--- src/rtl/dot_operand_streamer_pkg.sv ---
// Shared definitions for the dot-product operand streamer: beat geometry
// derivations, FIFO sizing and the controller state encoding.
package dot_operand_streamer_pkg;

  typedef enum logic {
    IDLE = 1'b0,
    RUN  = 1'b1
  } state_t;

  localparam int FIFO_DEPTH = 2;

  function automatic int clog2(input int value);
    int r;
    r = 0;
    while ((1 << r) < value) r++;
    return r;
  endfunction

  function automatic int lanes_of(input int parallel, input int bus_width);
    return parallel * bus_width;
  endfunction

  function automatic int beats_of(input int pixel_n, input int lanes);
    return (pixel_n + lanes - 1) / lanes;
  endfunction

  localparam int FIFO_CNT_W = clog2(FIFO_DEPTH + 1);
  localparam int FIFO_PTR_W = (clog2(FIFO_DEPTH) < 1) ? 1 : clog2(FIFO_DEPTH);

endpackage

--- src/rtl/dot_operand_streamer_beat_fifo2.sv ---
// Two-entry synchronous FIFO holding packed beats between the memory read
// stage and the engine-facing output.
module beat_fifo2
  import dot_operand_streamer_pkg::*;
#(
  parameter int W = 59
) (
  input  logic                  clk,
  input  logic                  rst_n,
  input  logic                  push,
  input  logic [W-1:0]          push_data,
  input  logic                  pop,
  output logic [W-1:0]          head,
  output logic [FIFO_CNT_W-1:0] count,
  output logic                  empty
);

  logic [W-1:0]          mem [FIFO_DEPTH];
  logic [FIFO_PTR_W-1:0] wr_ptr;
  logic [FIFO_PTR_W-1:0] rd_ptr;
  logic                  do_push;
  logic                  do_pop;

  assign empty   = (count == '0);
  assign do_pop  = pop && !empty;
  assign do_push = push && ((count < FIFO_CNT_W'(FIFO_DEPTH)) || do_pop);
  assign head    = mem[rd_ptr];

  always_ff @(posedge clk or negedge rst_n) begin
    if (!rst_n) begin
      wr_ptr <= '0;
      rd_ptr <= '0;
      count  <= '0;
    end else begin
      if (do_push)
        wr_ptr <= (wr_ptr == FIFO_PTR_W'(FIFO_DEPTH - 1)) ? '0 : wr_ptr + 1'b1;
      if (do_pop)
        rd_ptr <= (rd_ptr == FIFO_PTR_W'(FIFO_DEPTH - 1)) ? '0 : rd_ptr + 1'b1;
      count <= count + FIFO_CNT_W'(do_push) - FIFO_CNT_W'(do_pop);
    end
  end

  // Storage carries data only; occupancy is tracked by the control registers.
  always_ff @(posedge clk) begin
    if (do_push) mem[wr_ptr] <= push_data;
  end

endmodule

--- src/rtl/dot_operand_streamer.sv ---
// Streams PIXEL_N pixel/weight pairs from two synchronous-read memories to the
// dot-product engine as LANES-wide beats with zero-fill and end-of-vector flag.
module dot_operand_streamer
  import dot_operand_streamer_pkg::*;
#(
  parameter int PIXEL_N     = 10,
  parameter int WEIGHT_SIZE = 19,
  parameter int PIXEL_SIZE  = 10,
  parameter int PARALLEL    = 2,
  parameter int BUS_WIDTH   = 1,
  parameter int ADDR_W      = 8,
  localparam int LANES      = lanes_of(PARALLEL, BUS_WIDTH)
) (
  input  logic                         clk,
  input  logic                         GlobalReset,
  input  logic                         start,
  output logic                         busy,
  output logic                         done,
  output logic                         mem_en,
  output logic [ADDR_W-1:0]            mem_addr,
  input  logic [LANES*PIXEL_SIZE-1:0]  pix_rdata,
  input  logic [LANES*WEIGHT_SIZE-1:0] wgt_rdata,
  output logic [LANES*PIXEL_SIZE-1:0]  Pixels,
  output logic [LANES*WEIGHT_SIZE-1:0] Weights,
  output logic                         out_valid,
  input  logic                         out_ready,
  output logic                         out_last
);

  localparam int BEATS = beats_of(PIXEL_N, LANES);
  localparam int PW    = LANES * PIXEL_SIZE;
  localparam int WW    = LANES * WEIGHT_SIZE;
  localparam int EW    = PW + WW + 1;
  localparam int CNT_W = ADDR_W + 1;
  localparam logic [CNT_W-1:0] BEATS_C = CNT_W'(BEATS);
  localparam logic [CNT_W-1:0] LAST_C  = CNT_W'(BEATS - 1);

  state_t                  state_q;
  state_t                  state_d;
  logic [CNT_W-1:0]        issue_cnt;
  logic                    cnt_clr;
  logic                    issue_ok;
  logic [FIFO_CNT_W-1:0]   occ;

  logic                    vld_p1;
  logic [CNT_W-1:0]        beat_p1;

  logic [EW-1:0]           push_data;
  logic [EW-1:0]           fifo_head;
  logic [FIFO_CNT_W-1:0]   fifo_count;
  logic                    fifo_empty;
  logic                    head_last;
  logic                    xfer;

  // Lanes past the end of the vector are zeroed so a partial last beat
  // contributes nothing downstream; the last-beat flag rides with the entry.
  function automatic logic [EW-1:0] pack_beat(input logic [CNT_W-1:0] beat,
                                              input logic [PW-1:0]    pix,
                                              input logic [WW-1:0]    wgt);
    logic [PW-1:0] p;
    logic [WW-1:0] w;
    p = pix;
    w = wgt;
    for (int j = 0; j < LANES; j++) begin
      if (int'(beat) * LANES + j >= PIXEL_N) begin
        p[j*PIXEL_SIZE +: PIXEL_SIZE]   = '0;
        w[j*WEIGHT_SIZE +: WEIGHT_SIZE] = '0;
      end
    end
    return {(beat == LAST_C), p, w};
  endfunction

  assign head_last = fifo_head[EW-1];
  assign out_valid = !fifo_empty;
  assign xfer      = out_valid && out_ready;

  // Occupancy as seen after this cycle's pop, so a steady stream keeps issuing
  // every cycle while never holding more than two beats in FIFO plus flight.
  always_comb begin
    occ      = fifo_count - FIFO_CNT_W'(xfer) + FIFO_CNT_W'(vld_p1);
    issue_ok = (issue_cnt < BEATS_C) && (occ < FIFO_CNT_W'(FIFO_DEPTH));
  end

  always_ff @(posedge clk or negedge GlobalReset) begin
    if (!GlobalReset) state_q <= IDLE;
    else              state_q <= state_d;
  end

  always_comb begin
    state_d = state_q;
    busy    = 1'b0;
    mem_en  = 1'b0;
    done    = 1'b0;
    cnt_clr = 1'b0;
    case (state_q)
      IDLE: begin
        if (start) begin
          state_d = RUN;
          cnt_clr = 1'b1;
        end
      end
      RUN: begin
        busy   = 1'b1;
        mem_en = issue_ok;
        if (xfer && head_last) begin
          done    = 1'b1;
          state_d = IDLE;
        end
      end
      default: state_d = IDLE;
    endcase
  end

  assign mem_addr = mem_en ? issue_cnt[ADDR_W-1:0] : '0;

  // Stage p0: read issue
  always_ff @(posedge clk or negedge GlobalReset) begin
    if (!GlobalReset) begin
      issue_cnt <= '0;
      vld_p1    <= 1'b0;
    end else begin
      if (cnt_clr)     issue_cnt <= '0;
      else if (mem_en) issue_cnt <= issue_cnt + 1'b1;
      vld_p1 <= mem_en;
    end
  end

  always_ff @(posedge clk) begin
    if (mem_en) beat_p1 <= issue_cnt;
  end

  // Stage p1: read data returns and is packed into the FIFO
  assign push_data = pack_beat(beat_p1, pix_rdata, wgt_rdata);

  beat_fifo2 #(
    .W (EW)
  ) u_fifo (
    .clk       (clk),
    .rst_n     (GlobalReset),
    .push      (vld_p1),
    .push_data (push_data),
    .pop       (xfer),
    .head      (fifo_head),
    .count     (fifo_count),
    .empty     (fifo_empty)
  );

  // Output stage: idle buses read as zero for a free-running accumulator
  assign Pixels   = out_valid ? fifo_head[WW +: PW] : '0;
  assign Weights  = out_valid ? fifo_head[0 +: WW]  : '0;
  assign out_last = out_valid && head_last;

endmodule

--- config.mk ---
export PLATFORM = sky130hd
export DESIGN_NAME = dot_operand_streamer
export DESIGN_NICKNAME = d
export VERILOG_FILES = /design/src/rtl/dot_operand_streamer_pkg.sv /design/src/rtl/dot_operand_streamer_beat_fifo2.sv /design/src/rtl/dot_operand_streamer.sv
export SDC_FILE = /design/constraint.sdc
export NUM_CORES = 1
export LEC_CHECK = 0
export CAP_MARGIN = 30
export CORE_MARGIN = 4
export CORE_UTILIZATION = 45
export DETAILED_ROUTE_END_ITERATION = 8
export DONT_BUFFER_PORTS = 1
export GPL_TIMING_DRIVEN = 1
export MAX_ROUTING_LAYER = met4
export PLACE_DENSITY_LB_ADDON = 0.2
export SLEW_MARGIN = 20
export SYNTH_ARGS = -nofsm -noshare
export SYNTH_HDL_FRONTEND = slang
export SYNTH_SLANG_ARGS = --single-unit
export TNS_END_PERCENT = 20
--- constraint.sdc ---
create_clock -name clk -period 4.02 [get_ports clk]
set_input_delay 0.804 -clock clk [delete_from_list [all_inputs] [get_ports clk]]
set_output_delay 0.804 -clock clk [all_outputs]
set_load 0.03 [all_outputs]
==> impl_metrics.csv <==
group,metric,value,unit
routing,drt-total-wl,10600,um
flow_run,drv_cap,0,
clocking,holdBufCountCts,0,
final_layout,nets,472,
floorplan,dieHeight,122.2,um
routing,vias,2941,
worst_setup_path,crit_buf_inv,0,
clocking,cts.clk_slew.worst_paths,0.05,ns
clocking,post-cts-setup-buffer-count,0,
pwr,p_per_area,879.5,mW/mm^2
worst_setup_path,startpoint,"state_q",
global_route,grt_pass1_vias,3107,
routing,firstDrtPassIters,4,
worst_setup_path,worstSetupEndpointType,"output pin",
routing,ant_nets,0,
worst_setup_path,critPathSlowestCell,"dfrtp_1",
floorplan,die_w,122.2,um
sta,tightest_slew,0.7698,ns
sta,maxSlewHeadroom,48.68,%
pwr,leakagePower,2.584,nW
sta,hold_viol_final,0,
min_path,min_path_type,"input pin to asynchronous set/reset pin",
sta,period_share,82.65,%
sta,min_period,3.323,ns
clocking,h-tree-depth,4,
worst_setup_path,cp.required,3.22,ns
worst_setup_path,rrSetupSlack,1.54,ns
floorplan,io_pins,133,
logic_synthesis,ys_seq_elements,142,
clocking,cts_tree,"yes",
routing,drc,0,
worst_setup_path,r2r-end,"u_fifo.mem[1][23]",
sta,finalSetupViolations,0,
logic_synthesis,ys_seq_area_share,71.37,%
sta,skew,0.006316,ns
logic_synthesis,avgSynthCellArea,14.67,um^2
worst_setup_path,arrival,2.52,ns
logic_synthesis,yosysWarnings,0,
clocking,clk_path_buf_depth,2,
worst_setup_path,crit_fanout,10,
final_layout,area.growth.synth_to_final,12.81,%
routing,drtIter0Drc,213,
global_route,antenna_found_initial,1,
clocking,cts_resized,0,
sta,drv_slew,0,
sta,tns,0,ns
placement,gp_congestion,0.8005,
logic_synthesis,synth_top_area_share,64.98,%
floorplan,die_area,0.01493,mm^2
sta,rsz0062_at_grt,"no",
worst_setup_path,reg2regPathDepth,5,
worst_setup_path,cp_top_family,"simple AND/OR/NAND/NOR gates",
global_route,grt_overflow_total,0,
logic_synthesis,ys_top_cells_by_area,"edfxtp_1 (65%), mux2i_1 (10%), and2_1 (7.2%)",
worst_setup_path,cp-start-kind,"flop",
clocking,cts_root_buffer,"clkbuf_16",
worst_setup_path,critPathCapture,"mem_addr[1]",
sta,clock.fmax,301.0,MHz
worst_setup_path,cp.depth,4,
clocking,cts-buffers-inserted,17,
final_layout,drive_gt1_share,10.50,%
floorplan,core_area,0.01267,mm^2
floorplan,initial_core_util,46.32,%
global_route,grt_pass1_wl,16460,um
routing,wl_met3,623,um
placement,numPortBuffers,0,
placement,hpwl,6831,um
routing,post_drt_wl_per_cell,17.90,um
clocking,clk_latency,0.41,ns
final_layout,fin_util,52.26,%
worst_setup_path,r2r-start,"u_fifo.count[1]",
floorplan,rows,41,
routing,wl_met2,5233,um
worst_setup_path,max_stage_delay,0.60,ns
logic_synthesis,syn_inst,400,
routing,highest-signal-layer,"met4",
worst_setup_path,crit_type,"flop to output pin",
placement,placed_area,0.006087,mm^2
outcome,outcome,"finished, final reports clean",
logic_synthesis,synth_area,0.005869,mm^2
routing,vias_per_cell,4.968,
logic_synthesis,yosysUniqueCellTypes,27,
global_route,grt_start_max_net_pins,62,
worst_setup_path,worstPathCellList,"or4b_4, nor4_4, and3_1, and2_1",
pwr,ir_drop,567.8,uV
final_layout,fin_area,0.006621,mm^2
clocking,clock-sinks,142,
global_route,grt_usage,15.39,%
logic_synthesis,yosysTopAreaCell,"edfxtp_1",
routing,met1_length,4514,um
per-layer routing:
layer	up-vias	global-route usage, %
li1	1417	-
met1	1426	17.90
met2	83	24.15
met3	15	5.014
met4	0	7.488
met5	-	-
area by class of cell:
class                   count  area [um^2]
repair buffers              9        87.58
multi-input cells         230         1569
clock inverters             7        35.03
clock buffers              25        496.7
fillers                  1059         6050
well taps                 172        215.2
flip-flops and latches    142         4193
diodes                      1        2.502
inverters                   6        22.52
layout by cell type, fill, tap and decap left out:
cell,netlist,final
nor2_1,64,62
nor2b_1,3,3
or4b_4,1,1
clkinv_2,0,7
nand4_1,2,2
o21ai_0,3,3
ha_1,4,4
buf_4,6,8
conb_1,1,5
xor2_1,2,2
nor4_4,1,1
clkbuf_8,0,2
dfrtp_4,0,1
buf_16,0,1
inv_1,6,6
edfxtp_1,127,127
nor3_1,1,1
or2_2,1,1
xnor2_1,4,4
nor2_4,0,2
dfrtp_1,15,14
nand2_1,4,4
diode_2,0,1
mux2i_1,61,61
a21oi_4,0,1
and2_1,68,67
and3_1,2,2
clkbuf_1,10,5
nor4_1,1,1
and2_2,0,1
clkbuf_16,0,18
nand2b_1,2,2
through the flow:
stage / hold WS, ns / cells / setup slack [ns] / power (W)
6_report: 0.08827 / 592 / 0.6975 / 0.005823
5_1_grt: 0.05563 / 592 / 0.5413 / 0.006140
4_1_cts: 0.05973 / 591 / 0.6265 / 0.005922
3_5_place_dp: 0.4690 / 559 / 0.8199 / 0.004523
3_3_place_gp: 0.4620 / 558 / 0.8649 / 0.004471
2_1_floorplan: 0.4394 / 404 / 0.1148 / 0.004114
logic make-up (layout without fill, tap and decap cells):
logic type	Yosys count	after routing	synth area share, %
compound gates	4	4	0.3409
other cells	1	6	0.06389
xor+xnor	6	6	0.8953
flops	142	142	71.37
fa+ha+maj	4	4	0.8527
buf+inv	32	47	2.622
mux	61	61	10.40
simple gates	150	150	13.45
worst min-delay path by stage:
stage                      start          to  cells after the start
global placement    issue_cnt[6]  beat_p1[6]                      0
finish               GlobalReset     state_q                      0
floorplan           issue_cnt[5]  beat_p1[5]                      0
global route         GlobalReset     state_q                      0
detailed placement  issue_cnt[6]  beat_p1[6]                      0
CTS                  GlobalReset     state_q                      0
flip-flops by register name (all words and copies together), names as in the netlist:
name	cells
u_fifo.wr_ptr	1
beat_p1	9
u_fifo.rd_ptr	1
u_fifo.count	2
issue_cnt	9
state_q	1
u_fifo.mem	118
vld_p1	1
synth_stat cells:
cell type,instances
a21oi_1,1
and2_1,68
and3_1,2
buf_1,1
buf_2,6
buf_4,6
clkbuf_1,10
clkbuf_2,3
conb_1,1
dfrtp_1,15
edfxtp_1,127
ha_1,4
inv_1,6
mux2i_1,61
nand2_1,4
nand2b_1,2
nand4_1,2
nor2_1,64
nor2b_1,3
nor3_1,1
nor4_1,1
nor4_4,1
o21ai_0,3
or2_2,1
or4b_4,1
xnor2_1,4
xor2_1,2
where the power goes:
group	switching [W]	internal [W]	total, W
clock network	0.000526	0.000849	0.00138
registers	0.000210	0.00210	0.00231
logic	0.00163	0.000501	0.00213
total	0.00237	0.00345	0.00582
Note: power is estimated with default switching activity, not from simulation.
